$ cat src/rtl/mul_cell_arbiter_if.sv
// Bundle between the multiply-cell arbiter, its two requesters, the response consumer
// and the shared multiply cell. The slave side is the arbiter; master is everything around it.
interface mul_cell_arbiter_if #(
  parameter int DATA_W = 32
);
  logic [1:0]          req_valid;
  logic [1:0]          req_ready;
  logic [2*DATA_W-1:0] req_src1;
  logic [2*DATA_W-1:0] req_src2;
  logic [1:0]          req_signed1;
  logic [1:0]          req_signed2;
  logic [1:0]          req_hi;

  logic                rsp_valid;
  logic                rsp_ready;
  logic                rsp_id;
  logic [DATA_W-1:0]   rsp_data;

  logic [DATA_W-1:0]   cell_src1;
  logic [DATA_W-1:0]   cell_src2;
  logic                cell_signa;
  logic                cell_signb;
  logic                cell_in_en;
  logic                cell_out_en;
  logic                cell_shift_right;
  logic                cell_rotate;
  logic                cell_aclr;
  logic [DATA_W-1:0]   cell_result;

  modport master (
    output req_valid, req_src1, req_src2, req_signed1, req_signed2, req_hi,
    input  req_ready,
    input  rsp_valid, rsp_id, rsp_data,
    output rsp_ready,
    input  cell_src1, cell_src2, cell_signa, cell_signb, cell_in_en, cell_out_en,
    input  cell_shift_right, cell_rotate, cell_aclr,
    output cell_result
  );

  modport slave (
    input  req_valid, req_src1, req_src2, req_signed1, req_signed2, req_hi,
    output req_ready,
    output rsp_valid, rsp_id, rsp_data,
    input  rsp_ready,
    output cell_src1, cell_src2, cell_signa, cell_signb, cell_in_en, cell_out_en,
    output cell_shift_right, cell_rotate, cell_aclr,
    input  cell_result
  );
endinterface

$ cat src/rtl/mul_cell_arbiter.sv
// Round-robin share of one two-stage multiply cell between two requesters; 2-cycle latency,
// one op/cycle. A stalled response freezes both cell banks and blocks new requests.
module mul_cell_arbiter #(
  parameter int   DATA_W     = 32,
  parameter logic RESET_PRIO = 1'b0
) (
  input logic               clk,
  input logic               reset,
  mul_cell_arbiter_if.slave bus
);
  logic       adv;
  logic [1:0] grant;
  logic       gsel;
  logic       prio;
  logic       s1_valid;
  logic       s1_id;
  logic       s1_hi;
  logic       s2_valid;
  logic       s2_id;

  assign adv = !(s2_valid && !bus.rsp_ready);

  always_comb begin
    grant = 2'b00;
    if (adv) begin
      case (bus.req_valid)
        2'b01:   grant = 2'b01;
        2'b10:   grant = 2'b10;
        2'b11:   grant = prio ? 2'b10 : 2'b01;
        default: grant = 2'b00;
      endcase
    end
  end

  // With no grant gsel falls to requester 0; the cell inputs are then don't-care.
  assign gsel = grant[1];

  assign bus.req_ready        = grant;
  assign bus.cell_src1        = gsel ? bus.req_src1[2*DATA_W-1:DATA_W] : bus.req_src1[DATA_W-1:0];
  assign bus.cell_src2        = gsel ? bus.req_src2[2*DATA_W-1:DATA_W] : bus.req_src2[DATA_W-1:0];
  assign bus.cell_signa       = bus.req_signed1[gsel];
  assign bus.cell_signb       = bus.req_signed2[gsel];
  assign bus.cell_in_en       = adv;
  assign bus.cell_out_en      = adv;
  // The cell applies shift_right when loading its output register, i.e. while the op sits in S1.
  assign bus.cell_shift_right = s1_hi;
  assign bus.cell_rotate      = 1'b0;
  assign bus.cell_aclr        = reset;

  assign bus.rsp_valid = s2_valid;
  assign bus.rsp_id    = s2_id;
  assign bus.rsp_data  = bus.cell_result;

  always_ff @(posedge clk) begin
    if (reset) begin
      s1_valid <= 1'b0;
      s1_id    <= 1'b0;
      s1_hi    <= 1'b0;
      s2_valid <= 1'b0;
      s2_id    <= 1'b0;
      prio     <= RESET_PRIO;
    end else if (adv) begin
      s1_valid <= |grant;
      s1_id    <= gsel;
      s1_hi    <= bus.req_hi[gsel];
      s2_valid <= s1_valid;
      s2_id    <= s1_id;
      // Only a contested grant hands priority over; a lone requester leaves it alone.
      if (&bus.req_valid) begin
        prio <= ~gsel;
      end
    end
  end
endmodule

$ cat src/flat_wrapper.sv
// flat-port wrapper written by rule: the top's interface ports become plain ports
module mul_cell_arbiter_flat 
#(
  parameter int   DATA_W     = 32,
  parameter logic RESET_PRIO = 1'b0
)
  (clk, reset, bus_req_valid, bus_req_src1, bus_req_src2, bus_req_signed1, bus_req_signed2, bus_req_hi, bus_req_ready, bus_rsp_valid, bus_rsp_id, bus_rsp_data, bus_rsp_ready, bus_cell_src1, bus_cell_src2, bus_cell_signa, bus_cell_signb, bus_cell_in_en, bus_cell_out_en, bus_cell_shift_right, bus_cell_rotate, bus_cell_aclr, bus_cell_result);
  mul_cell_arbiter_if #(.DATA_W(DATA_W)) bus_i ();
  input logic clk;
  input logic reset;
  input wire logic [$bits(bus_i.req_valid)-1:0] bus_req_valid;
  input wire logic [$bits(bus_i.req_src1)-1:0] bus_req_src1;
  input wire logic [$bits(bus_i.req_src2)-1:0] bus_req_src2;
  input wire logic [$bits(bus_i.req_signed1)-1:0] bus_req_signed1;
  input wire logic [$bits(bus_i.req_signed2)-1:0] bus_req_signed2;
  input wire logic [$bits(bus_i.req_hi)-1:0] bus_req_hi;
  output wire logic [$bits(bus_i.req_ready)-1:0] bus_req_ready;
  output wire logic [$bits(bus_i.rsp_valid)-1:0] bus_rsp_valid;
  output wire logic [$bits(bus_i.rsp_id)-1:0] bus_rsp_id;
  output wire logic [$bits(bus_i.rsp_data)-1:0] bus_rsp_data;
  input wire logic [$bits(bus_i.rsp_ready)-1:0] bus_rsp_ready;
  output wire logic [$bits(bus_i.cell_src1)-1:0] bus_cell_src1;
  output wire logic [$bits(bus_i.cell_src2)-1:0] bus_cell_src2;
  output wire logic [$bits(bus_i.cell_signa)-1:0] bus_cell_signa;
  output wire logic [$bits(bus_i.cell_signb)-1:0] bus_cell_signb;
  output wire logic [$bits(bus_i.cell_in_en)-1:0] bus_cell_in_en;
  output wire logic [$bits(bus_i.cell_out_en)-1:0] bus_cell_out_en;
  output wire logic [$bits(bus_i.cell_shift_right)-1:0] bus_cell_shift_right;
  output wire logic [$bits(bus_i.cell_rotate)-1:0] bus_cell_rotate;
  output wire logic [$bits(bus_i.cell_aclr)-1:0] bus_cell_aclr;
  input wire logic [$bits(bus_i.cell_result)-1:0] bus_cell_result;
  assign bus_i.req_valid = bus_req_valid;
  assign bus_i.req_src1 = bus_req_src1;
  assign bus_i.req_src2 = bus_req_src2;
  assign bus_i.req_signed1 = bus_req_signed1;
  assign bus_i.req_signed2 = bus_req_signed2;
  assign bus_i.req_hi = bus_req_hi;
  assign bus_req_ready = bus_i.req_ready;
  assign bus_rsp_valid = bus_i.rsp_valid;
  assign bus_rsp_id = bus_i.rsp_id;
  assign bus_rsp_data = bus_i.rsp_data;
  assign bus_i.rsp_ready = bus_rsp_ready;
  assign bus_cell_src1 = bus_i.cell_src1;
  assign bus_cell_src2 = bus_i.cell_src2;
  assign bus_cell_signa = bus_i.cell_signa;
  assign bus_cell_signb = bus_i.cell_signb;
  assign bus_cell_in_en = bus_i.cell_in_en;
  assign bus_cell_out_en = bus_i.cell_out_en;
  assign bus_cell_shift_right = bus_i.cell_shift_right;
  assign bus_cell_rotate = bus_i.cell_rotate;
  assign bus_cell_aclr = bus_i.cell_aclr;
  assign bus_i.cell_result = bus_cell_result;
  mul_cell_arbiter #(.DATA_W(DATA_W), .RESET_PRIO(RESET_PRIO)) u_core (.clk(clk), .reset(reset), .bus(bus_i));
endmodule
$ cat config.mk
export PLATFORM = sky130hd
export DESIGN_NAME = mul_cell_arbiter_flat
export DESIGN_NICKNAME = d
export VERILOG_FILES = /design/src/rtl/mul_cell_arbiter_if.sv /design/src/rtl/mul_cell_arbiter.sv /design/src/flat_wrapper.sv
export SDC_FILE = /design/constraint.sdc
export NUM_CORES = 1
export LEC_CHECK = 0
export CAP_MARGIN = 20
export CORE_AREA = 2 2 109 111
export CTS_CLUSTER_DIAMETER = 120
export DETAILED_ROUTE_END_ITERATION = 16
export DIE_AREA = 0 0 111 113
export GPL_TIMING_DRIVEN = 1
export PLACE_DENSITY_LB_ADDON = 0.08
export SYNTH_ARGS = -nofsm -noshare
export SYNTH_HDL_FRONTEND = slang
export SYNTH_SLANG_ARGS = --single-unit
$ cat constraint.sdc
create_clock -name clk -period 1.6 [get_ports clk]
set_input_delay 0.32 -clock clk [delete_from_list [all_inputs] [get_ports clk]]
set_output_delay 0.32 -clock clk [all_outputs]
set_load 0.01 [all_outputs]
==> results of run 1 <==
kinds of logic after synthesis:
group,count (synthesis)
buf+inv,45
mux,68
simple gates,14
compound gates,5
flops,6
other cells,1
metal layers:
metal,share of wire,wire length [um]
met1,0.37,2790
met5,0,0
met2,0.50,3780
met3,0.13,998
met4,0.0063,48
power by group through the flow:
stage	clock [mW]	sequential [mW]	combinational [mW]
after global routing	0.422	0.170	1.40
after floorplan	0	0.173	0.481
after CTS	0.408	0.169	1.23
after global placement	0	0.171	1.12
final	0.403	0.169	1.33
after detailed placement	0	0.171	1.11
cell usage after synthesis:
cell,n,area [um^2]
a211oi_1,1,7.51
a21bo_2,1,10.0
a21oi_1,2,10.0
a311oi_1,1,8.76
and3_1,1,6.26
buf_2,4,20.0
buf_4,36,270
buf_6,3,33.8
conb_1,1,3.75
dfxtp_1,6,120
inv_1,2,7.51
mux2_2,49,552
mux2_4,18,270
mux2i_1,1,10.0
nand2_1,1,3.75
nand2b_1,2,12.5
nand3_1,2,10.0
nand3_4,1,17.5
nand3b_1,1,7.51
nor2_1,5,18.8
nor2b_1,1,6.26
sequential cells by signal, indices dropped and copies added, names as in the netlist:
name	flops
u_core.s1_id	1
u_core.bus.cell_shift_right	1
u_core.bus.rsp_valid	1
u_core.bus.rsp_id	1
u_core.s1_valid	1
u_core.prio	1
final timing paths:
path | start | to | slack (ns) | depth (start not counted)
worst max-delay path | u_core.prio | bus_cell_src2[0] | -0.32 | 7
worst min-delay path | u_core.s1_valid | u_core.bus.rsp_valid | 0.44 | 2
worst max register to register | u_core.prio | u_core.bus.cell_shift_right | 0.33 | 5
worst min register to register | u_core.s1_valid | u_core.bus.rsp_valid | 0.44 | 2
through the flow:
step | hold WS [ns] | cells | cell area (um^2) | TNS (ns) | util
final | 0.437 | 481 | 4020 | -16.38 | 0.356
after global routing | 0.461 | 481 | 4020 | -19.50 | 0.356
after CTS | 0.440 | 480 | 3790 | -18.11 | 0.337
after detailed placement | 0.428 | 460 | 3480 | -56.74 | 0.309
after global placement | 0.425 | 460 | 3480 | -57.47 | 0.309
after floorplan | 0.382 | 139 | 1430 | 0 | -
cell type report:
class                      instances  area (um^2)  area share
inverter                           2         7.51     0.00187
sequential                         6          123      0.0305
timing repair buffer             239         2550       0.635
clock buffer                       3         75.1      0.0187
tap                              143          179      0.0445
multi-input combinational         88         1080       0.269
critical path: stages (launching register included):
cell and delay [ns]:
dfxtp_2 0.32, nand2b_4 0.13, nand3_4 0.10, buf_6 0.15
buf_12 0.12, buf_16 0.12, mux2_4 0.30, buf_6 0.12
timing repair:
action | 4_1_cts | 5_1_grt
pin swaps | 1 | 0
resized for setup | 331 | 56
setup endpoints to repair | 71 | 67
hold endpoints to repair | 0 | 0
setup buffers | 13 | 3
gates cloned | 5 | 0
==> results.sh, run 1 <==
export IMPL_status="finished with violations"
export IMPL_violations="setup timing"
export IMPL_power_density_nw_per_um2=472
export IMPL_critPathCaptureType="primary output"
export IMPL_grt_max_degree=15
export IMPL_final_cell_mix="clkdlybuf4s50_1 (138), buf_6 (66), mux2_4 (48)"
export IMPL_p_comb_frac=0.699
export IMPL_area_growth_syn_to_layout_pct=186
export IMPL_netlist_area_um2=1410
export IMPL_setup_viol=67
export IMPL_grt_first_pass_wirelength_mm=11.5
export IMPL_place_hpwl_mm=5.90
export IMPL_io_pins=278
export IMPL_ys_seq_area_frac=0.0854
export IMPL_clk_pin_slew_ns=0.03
export IMPL_cts_root_buf="clkbuf_16"
export IMPL_p_sw_mw=0.493
export IMPL_criticalPathCategory="flip-flop to primary output"
export IMPL_p_int_mw=1.40
export IMPL_first_pass_iters=4
export IMPL_drive_gt1_frac=0.506
export IMPL_finalClockSkew_ns=0.00234
export IMPL_avgSynthCellArea_um2=10.1
export IMPL_synth_xor_area_share=0
export IMPL_fmax_mhz=520
export IMPL_place_gp_congestion=0.747
export IMPL_cp_arrival_ns=1.60
export IMPL_route_detailed_drc=0
export IMPL_final_common_cell="clkdlybuf4s50_1"
export IMPL_initial_core_util=0.125
export IMPL_die_h_um=113
export IMPL_rsz0062_at_grt="true"
export IMPL_p_seq_frac=0.089
export IMPL_yosys_area_share_simple=0.0587
export IMPL_fp_coreArea_um2=11300
export IMPL_hold_viol_final=0
export IMPL_slew_violations=0
export IMPL_netSwitchingFraction=0.260
export IMPL_drt_iter0_markers=16
export IMPL_syn_num_nets=310
export IMPL_synthCells=139
export IMPL_yosysWarnings=0
export IMPL_pre_cts_ws_ns=-0.908
export IMPL_min_period_ns=1.92
export IMPL_timing_final_crit_share=1.20
export IMPL_htreeDepth=1
export IMPL_antenna_found_initial=0
export IMPL_synth_compound_area_frac=0.0258
export IMPL_grt_ovfl_total=0
export IMPL_grt_busiest_layer="met2"
export IMPL_grt_pass1_vias=2105
export IMPL_nets=511
export IMPL_synth_seq_cells=6
export IMPL_vias_per_cell=3.91
export IMPL_tritoncts="built"
export IMPL_synth_fa_ha_area_frac=0
export IMPL_cp_max_fo=5
export IMPL_met1_usage=0.121
export IMPL_die_area_um2=12500
export IMPL_hold_class="flip-flop to flip-flop"
export IMPL_wl_per_cell_um=15.8
export IMPL_die_width_um=111
export IMPL_cap_violations=0
export IMPL_totalWireLength_mm=7.62
export IMPL_drtAntennaViolNets=0
export IMPL_cp_required_ns=1.28
export IMPL_grtUsageTotal=0.115
export IMPL_crit_path_start_kind="flip-flop"
export IMPL_clkPwrFrac=0.212
export IMPL_ys_types=21
export IMPL_ir_drop_uv=252
export IMPL_cellLeakagePower_nw=1.83
export IMPL_numPortBuffers=212
export IMPL_fillers=1140
export IMPL_vias=1883
export IMPL_p_total_mw=1.90
export IMPL_cts_buffers=3
export IMPL_setup_ws_ns=-0.322
export IMPL_synthMuxAreaShare=0.592
export IMPL_clock_sinks=6
export IMPL_clk_latency_ns=0.23
export IMPL_grt_use_met2=0.216
export IMPL_cts_hold_buf=0
export IMPL_rows=39
export IMPL_grtUsageMet3=0.0520
export IMPL_clockBufferDepth=2
export IMPL_synth_top_family_by_area="multiplexers"
export IMPL_antenna_cells=0
Note: power is estimated with default switching activity, not from simulation.
==> run 2: changes to the inputs <==
Settings changed: CTS_CLUSTER_SIZE set to 30.
==> results of run 2 <==
Same layout as run 1: the final DEF is identical, and so are final timing and power.
==> run 3: changes to the inputs <==
Settings changed: ABC_CLOCK_PERIOD_IN_PS set to 1600.
==> results of run 3 <==
Same layout as run 1: the final DEF is identical, and so are final timing and power.
